--- src/rtl/alu_pkg.sv ---
// Shared types for the multi-cycle ALU: op codes, FSM states, condition-code bit positions.
package alu_pkg;

    typedef enum logic [3:0] {
        OP_ADD   = 4'd0,
        OP_SUB   = 4'd1,
        OP_AND   = 4'd2,
        OP_OR    = 4'd3,
        OP_XOR   = 4'd4,
        OP_SHL   = 4'd5,
        OP_SHR   = 4'd6,
        OP_SAR   = 4'd7,
        OP_MUL   = 4'd8,
        OP_MULHU = 4'd9,
        OP_DIVU  = 4'd10,
        OP_REMU  = 4'd11,
        OP_CMP   = 4'd12
    } op_t;

    typedef enum logic [1:0] {
        IDLE = 2'd0,
        BUSY = 2'd1,
        DONE = 2'd2
    } state_t;

    localparam int CC_N = 3;
    localparam int CC_Z = 2;
    localparam int CC_C = 1;
    localparam int CC_V = 0;

    // Ops 8..11 go through the iterative datapath; op[1:0] selects which one.
    function automatic logic is_muldiv(input logic [3:0] op);
        return op[3:2] == 2'b10;
    endfunction

endpackage

--- src/rtl/alu_muldiv.sv ---
// Iterative shift-add multiplier and restoring divider, one bit per cycle.
// Latency: WIDTH steps after start; done rises on the cycle whose step is the last.
// Backpressure: none; res/c are the final-step values, valid only while done.
module alu_muldiv #(
    parameter int WIDTH = 16,
    parameter int SHW   = $clog2(WIDTH)
) (
    input  logic             clk,
    input  logic             rst,
    input  logic             start,
    input  logic [1:0]       op,
    input  logic [WIDTH-1:0] a,
    input  logic [WIDTH-1:0] b,
    output logic             done,
    output logic [WIDTH-1:0] res,
    output logic             c
);
    logic [SHW-1:0]     cnt;
    logic [1:0]         op_q;
    logic [WIDTH-1:0]   opnd_q;
    logic [2*WIDTH-1:0] acc;
    logic [WIDTH-1:0]   rem;
    logic [WIDTH-1:0]   quo;

    logic [WIDTH:0]     sum;
    logic [2*WIDTH-1:0] acc_nxt;
    logic [WIDTH:0]     shl;
    logic [WIDTH:0]     diff;
    logic               ge;
    logic [WIDTH-1:0]   rem_nxt;
    logic [WIDTH-1:0]   quo_nxt;

    // Multiplier sits in acc's low half and shifts out as the product shifts in.
    assign sum     = {1'b0, acc[2*WIDTH-1:WIDTH]} + (acc[0] ? {1'b0, opnd_q} : '0);
    assign acc_nxt = {sum, acc[WIDTH-1:1]};

    // A zero divisor always "fits", giving all-ones quotient and remainder = a.
    assign shl     = {rem, quo[WIDTH-1]};
    assign diff    = shl - {1'b0, opnd_q};
    assign ge      = ~diff[WIDTH];
    assign rem_nxt = ge ? diff[WIDTH-1:0] : shl[WIDTH-1:0];
    assign quo_nxt = {quo[WIDTH-2:0], ge};

    assign done = (cnt == '0);

    always_comb begin
        res = '0;
        c   = 1'b0;
        case (op_q)
            2'b00: begin
                res = acc_nxt[WIDTH-1:0];
                c   = |acc_nxt[2*WIDTH-1:WIDTH];
            end
            2'b01: res = acc_nxt[2*WIDTH-1:WIDTH];
            2'b10: begin
                res = quo_nxt;
                c   = (opnd_q == '0);
            end
            default: begin
                res = rem_nxt;
                c   = (opnd_q == '0);
            end
        endcase
    end

    always_ff @(posedge clk) begin
        if (rst) begin
            cnt    <= '0;
            op_q   <= '0;
            opnd_q <= '0;
            acc    <= '0;
            rem    <= '0;
            quo    <= '0;
        end else if (start) begin
            cnt    <= SHW'(WIDTH - 1);
            op_q   <= op;
            opnd_q <= op[1] ? b : a;
            acc    <= {{WIDTH{1'b0}}, b};
            rem    <= '0;
            quo    <= a;
        end else begin
            if (cnt != '0)
                cnt <= cnt - 1'b1;
            acc <= acc_nxt;
            rem <= rem_nxt;
            quo <= quo_nxt;
        end
    end

endmodule

--- src/rtl/alu_mc.sv ---
// Multi-cycle ALU with registered result/flags and valid/ready on both sides.
// Latency: 1 cycle for simple ops, WIDTH+1 for mul/div/rem.
// Backpressure: result held while out_valid && !out_ready; in_ready drops while busy or stalled.
module alu_mc
    import alu_pkg::*;
#(
    parameter int WIDTH = 16,
    parameter int SHW   = $clog2(WIDTH)
) (
    input  logic             clk,
    input  logic             rst,
    input  logic             in_valid,
    output logic             in_ready,
    input  logic [3:0]       op,
    input  logic [WIDTH-1:0] a,
    input  logic [WIDTH-1:0] b,
    output logic             out_valid,
    input  logic             out_ready,
    output logic [WIDTH-1:0] result,
    output logic [3:0]       cc
);
    state_t state, state_nxt;
    logic   accept;
    logic   md_start, md_done, md_c;
    logic   load, use_md;
    logic [WIDTH-1:0] md_res;

    logic [WIDTH-1:0] s_res;
    logic             s_c, s_v;
    logic [WIDTH:0]   add_s, sub_d, shl_t, shr_t, sar_t;
    logic [SHW-1:0]   sh;
    logic             big;

    logic [WIDTH-1:0] ld_res;
    logic             ld_c, ld_v;

    assign in_ready  = (state == IDLE) || ((state == DONE) && out_ready);
    assign out_valid = (state == DONE);
    assign accept    = in_valid && in_ready;

    alu_muldiv #(.WIDTH(WIDTH), .SHW(SHW)) u_muldiv (
        .clk   (clk),
        .rst   (rst),
        .start (md_start),
        .op    (op[1:0]),
        .a     (a),
        .b     (b),
        .done  (md_done),
        .res   (md_res),
        .c     (md_c)
    );

    // Extra bit on each shift carries the last bit shifted out.
    assign big   = (b >= WIDTH'(WIDTH));
    assign sh    = b[SHW-1:0];
    assign add_s = {1'b0, a} + {1'b0, b};
    assign sub_d = {1'b0, a} - {1'b0, b};
    assign shl_t = {1'b0, a} << sh;
    assign shr_t = {a, 1'b0} >> sh;
    assign sar_t = $signed({a, 1'b0}) >>> sh;

    always_comb begin
        s_res = '0;
        s_c   = 1'b0;
        s_v   = 1'b0;
        case (op_t'(op))
            OP_ADD: begin
                s_res = add_s[WIDTH-1:0];
                s_c   = add_s[WIDTH];
                s_v   = (a[WIDTH-1] == b[WIDTH-1]) && (add_s[WIDTH-1] != a[WIDTH-1]);
            end
            OP_SUB, OP_CMP: begin
                s_res = (op_t'(op) == OP_CMP) ? a : sub_d[WIDTH-1:0];
                s_c   = ~sub_d[WIDTH];
                s_v   = (a[WIDTH-1] != b[WIDTH-1]) && (sub_d[WIDTH-1] != a[WIDTH-1]);
            end
            OP_AND: s_res = a & b;
            OP_OR:  s_res = a | b;
            OP_XOR: s_res = a ^ b;
            OP_SHL: begin
                s_res = big ? '0 : shl_t[WIDTH-1:0];
                s_c   = big ? 1'b0 : shl_t[WIDTH];
            end
            OP_SHR: begin
                s_res = big ? '0 : shr_t[WIDTH:1];
                s_c   = big ? 1'b0 : shr_t[0];
            end
            OP_SAR: begin
                s_res = big ? {WIDTH{a[WIDTH-1]}} : sar_t[WIDTH:1];
                s_c   = big ? a[WIDTH-1] : sar_t[0];
            end
            default: ;
        endcase
    end

    always_comb begin
        state_nxt = state;
        md_start  = 1'b0;
        load      = 1'b0;
        use_md    = 1'b0;
        if (accept) begin
            if (is_muldiv(op)) begin
                state_nxt = BUSY;
                md_start  = 1'b1;
            end else begin
                state_nxt = DONE;
                load      = 1'b1;
            end
        end else begin
            case (state)
                BUSY: if (md_done) begin
                    state_nxt = DONE;
                    load      = 1'b1;
                    use_md    = 1'b1;
                end
                DONE: if (out_ready) state_nxt = IDLE;
                default: ;
            endcase
        end
    end

    assign ld_res = use_md ? md_res : s_res;
    assign ld_c   = use_md ? md_c : s_c;
    assign ld_v   = use_md ? 1'b0 : s_v;

    always_ff @(posedge clk) begin
        if (rst) begin
            state  <= IDLE;
            result <= '0;
            cc     <= '0;
        end else begin
            state <= state_nxt;
            if (load) begin
                result   <= ld_res;
                cc[CC_N] <= ld_res[WIDTH-1];
                cc[CC_Z] <= (ld_res == '0);
                cc[CC_C] <= ld_c;
                cc[CC_V] <= ld_v;
            end
        end
    end

endmodule

--- config.mk ---
export PLATFORM = sky130hd
export DESIGN_NAME = alu_mc
export DESIGN_NICKNAME = d
export VERILOG_FILES = /design/src/rtl/alu_pkg.sv /design/src/rtl/alu_muldiv.sv /design/src/rtl/alu_mc.sv
export SDC_FILE = /design/constraint.sdc
export NUM_CORES = 1
export LEC_CHECK = 0
export BUFFER_PORTS_ARGS = -buffer_cell sky130_fd_sc_hd__clkbuf_2
export CAP_MARGIN = 20
export CORE_UTILIZATION = 35
export DETAILED_ROUTE_END_ITERATION = 12
export PLACE_DENSITY = 0.58
export SLEW_MARGIN = 15
export SYNTH_ARGS = -nofsm -noshare
export SYNTH_HDL_FRONTEND = slang
export SYNTH_HIERARCHICAL = 1
export SYNTH_SLANG_ARGS = --single-unit
--- constraint.sdc ---
create_clock -name clk -period 4.31 [get_ports clk]
set_input_delay 0.862 -clock clk [delete_from_list [all_inputs] [get_ports clk]]
set_output_delay 0.862 -clock clk [all_outputs]
set_load 0.01 [all_outputs]
==> impl_results.md <==
- WP buf/inv: 3
- GP Congestion: roughly 1.0
- Cell repeated most along the worst path: a21oi_1
- Slowest cell delay on critical path: between 300 and 400 ps
- Max cap viols: 0
- First-pass GRT wire length: between 60000 and 70000 um
- Period minus WS final: 4250 ps
- Netlist cell types: approximately 90
- Pwr dens: around 340 mW/mm^2
- PortBufs: slightly above 60
- Run status: completed
- CP endpoint kind: flop
- Synth Cell Area: around 0.011 sq mm
- Clk Latency, worst-skew pair: between 300 and 400 ps
- Synth Flop Type: dfxtp_1
- Synthesis warning total: 6
- Final hold vios: 0
- Relative slew margins: 33.1%
- WP data arrival: between 4000 and 5000 ps
- FP Rows: 64
- Nets: 1622
- Sequential fraction of the synthesis area: between 10% and 20%
- CTS tree: built
- Clk pin slew, worst setup/hold paths: ~70 ps
- Initial antenna violation count: 0
- Drt initial violations: 1269
- Die W: roughly 180 um
- Max Root-Sink Buffers: 2
- Antenna diodes: 0
- CP max-delay cell: a211oi_4
- Core footprint: around 0.031 sq mm
- Kind of critical path: reg -> reg
- Setup violators final: 0
- Routed Antenna Nets: 0
- Syn Nets: around 1.5k
- Hold_ws: around 450 ps
- Global Route Usage Sum: 27.3%
- Routed via count: roughly 12k
- Number of flops mapped to enable cells by yosys: 0
- DIE AREA: 0.0324 sq mm
- Fill count: approximately 3.2k
- Wire per inst: 23.7 um
- Final Cycle Share: between 90% and 100%
- Final TNS setup: 0 ps
- Vias in the first global route: approximately 11k
- Post-DP HPWL: 34500 um
- Startpoint type of the worst setup path: flop
- Maximum vdd drop: between 0.0002 and 0.0003 V
- Skew final: 15.2 ps
- Worst Tran Pin Value: roughly 980 ps
- RSZ-0062 raised after global routing: yes
- Pins over their slew limit: 0
- Power, Total: 0.00428 W
- # H-tree levels: 3
- Final Core Density: between 40% and 50%
- Die H: 180 um
- Syn Inst Count: about 1.4k
- Ratio of cells with drive above 1 in the final layout: 18.4%
- Synthesis-to-finish area growth: 14.4%
- Asr flop ratio synth: 0%
- Reg2reg setup slack: roughly 64 ps
- CP Cell Sequence: inv_1, ha_2, fa_2, nor2b_2, o31a_1, a31oi_4, a211o_1, a211oi_4, buf_6, buf_4, nor2_1, a21oi_1, a21oi_1, nand2_1, o2111ai_1, o31ai_4, nand2_2, a2111oi_4, nand4_1, o21ai_1
- Final wirelength: approximately 45000 um
- Max Clk Rate: approximately 240 MHz
- Clk sink count: about 110
- Vias per cell: about 6
- CTS buffer count: 9
- Synth Register Bits: between 100 and 150
- Grt ovf: 0
- CTS Hold Bufs: 0
- Leakage: ~5.3 nW
- Residual DRC: 0
- Hold/Removal Path Class: reg -> reg
- CP top delay family: compound AO/OA/AOI/OAI gates
- Initial Util: a little over a third
- Pre-antenna DRT Iters: 7
- Largest net degree at the start of global routing: 54
- Clk root buf: clkbuf_16
- Top Ports: 62
- Crit-path max FO: 9
- Syn avg cell area: 7.84 sq um
- Req. time, crit path: about 4600 ps
[area by class of cell]
cell class / count / area [sq um] / share of cell area (%)
clock buffer: 11 / 233 / 1.84
timing repair buffer: 157 / 1060 / 8.36
sequential: 107 / 2140 / 16.9
clock inverter: 5 / 43.8 / 0.345
inverter: 84 / 315 / 2.49
multi-input combinational: 1133 / 8390 / 66.2
tap: 396 / 495 / 3.91
[synthesized netlist by cell type, drive strengths merged, types with 15 or more instances]
cell    count  share of area [%]
o22ai      21                1.2
o21ai      51                2.3
a31oi      18                1.0
mux2       27                2.9
inv        83                2.8
xnor2      15                1.2
nor4       17                1.2
nand2     120                4.1
ha         86                9.7
a21oi     109                5.0
nor2      156                5.3
mux4       21                4.4
a21o       16                1.1
clkbuf     49                1.7
buf        41                2.2
o211ai     15                1.0
nand2b     15               0.85
a211oi     41                3.0
nor2b      16               0.90
and2       34                1.9
nor3       28                1.3
dfxtp     107                 19
mux2i      94                8.5
nand3      29                1.3
[metal layers]
| metal | global-route usage (%) | wire (um) | vias to the layer above |
|---|---|---|---|
| li1 | - | - | 5351 |
| met1 | 38.2 | 20500 | 5639 |
| met2 | 41.2 | 19300 | 496 |
| met3 | 4.52 | 3340 | 93 |
| met4 | 11.3 | 1770 | 0 |
| met5 | 0 | 0 | - |
[cells in the final DEF, fill, tap and decap left out, types with 36 or more instances in the layout]
master,count
a21oi_1,101
buf_4,90
clkbuf_2,61
dfxtp_1,106
ha_1,85
inv_1,81
mux2i_1,94
nand2_1,118
nor2_1,155
o21ai_0,36
[registers in the layout, summed over array words and instances, names as in the netlist]
register         flops
cc                   3
result              16
state                2
u_muldiv/acc        32
u_muldiv/cnt         4
u_muldiv/op_q        2
u_muldiv/opnd_q     16
u_muldiv/quo        16
u_muldiv/rem        16
[kinds of logic after synthesis]
kind of cell	Yosys count	share of synthesized area [%]
mux	142	15.8
fa+ha+maj	90	10.4
buf+inv	174	6.68
simple gates	492	21.9
compound gates	381	23.6
xor+xnor	28	2.21
flops	107	19.3
[power by group]
part           internal [W]  switching, W
combinational      0.000976       0.00133
sequential          0.00108     0.0000701
clock              0.000402      0.000418
[what timing repair did]
| item | CTS | global route |
|---|---|---|
| buffers inserted | 0 | 5 |
| cloned | 0 | 1 |
| pin swaps | 1 | 21 |
| gates resized for setup | 6 | 35 |
| endpoints found under the setup margin | 2 | 12 |
[stage by stage]
stage	area, sq um	cells	setup slack, ps
after detailed placement	12200	1871	-117
after CTS	12500	1887	9.57
after global routing	12700	1893	-79.9
after global placement	12200	1871	-143
final	12700	1893	64.4
after floorplan	11100	1414	198
[worst register-to-register path, stage by stage (launching register included)]
cell,delay [ps]
dfxtp_2,340
inv_1,40
ha_2,180
fa_2,360
nor2b_2,140
o31a_1,240
a31oi_4,140
a211o_1,310
a211oi_4,370
buf_6,160
buf_4,180
nor2_1,70
a21oi_1,190
a21oi_1,150
nand2_1,160
o2111ai_1,190
o31ai_4,310
nand2_2,110
a2111oi_4,290
nand4_1,120
o21ai_1,130
[path summary, 6_finish.rpt]
kind                         start        end  cells past startpoint
setup reg to reg  u_muldiv/quo[15]      cc[2]                     20
hold / removal           result[3]  result[3]                      2
setup / recovery  u_muldiv/quo[15]      cc[2]                     20
hold reg to reg          result[3]  result[3]                      2
No activity file was read; power rests on OpenSTA's default activity.
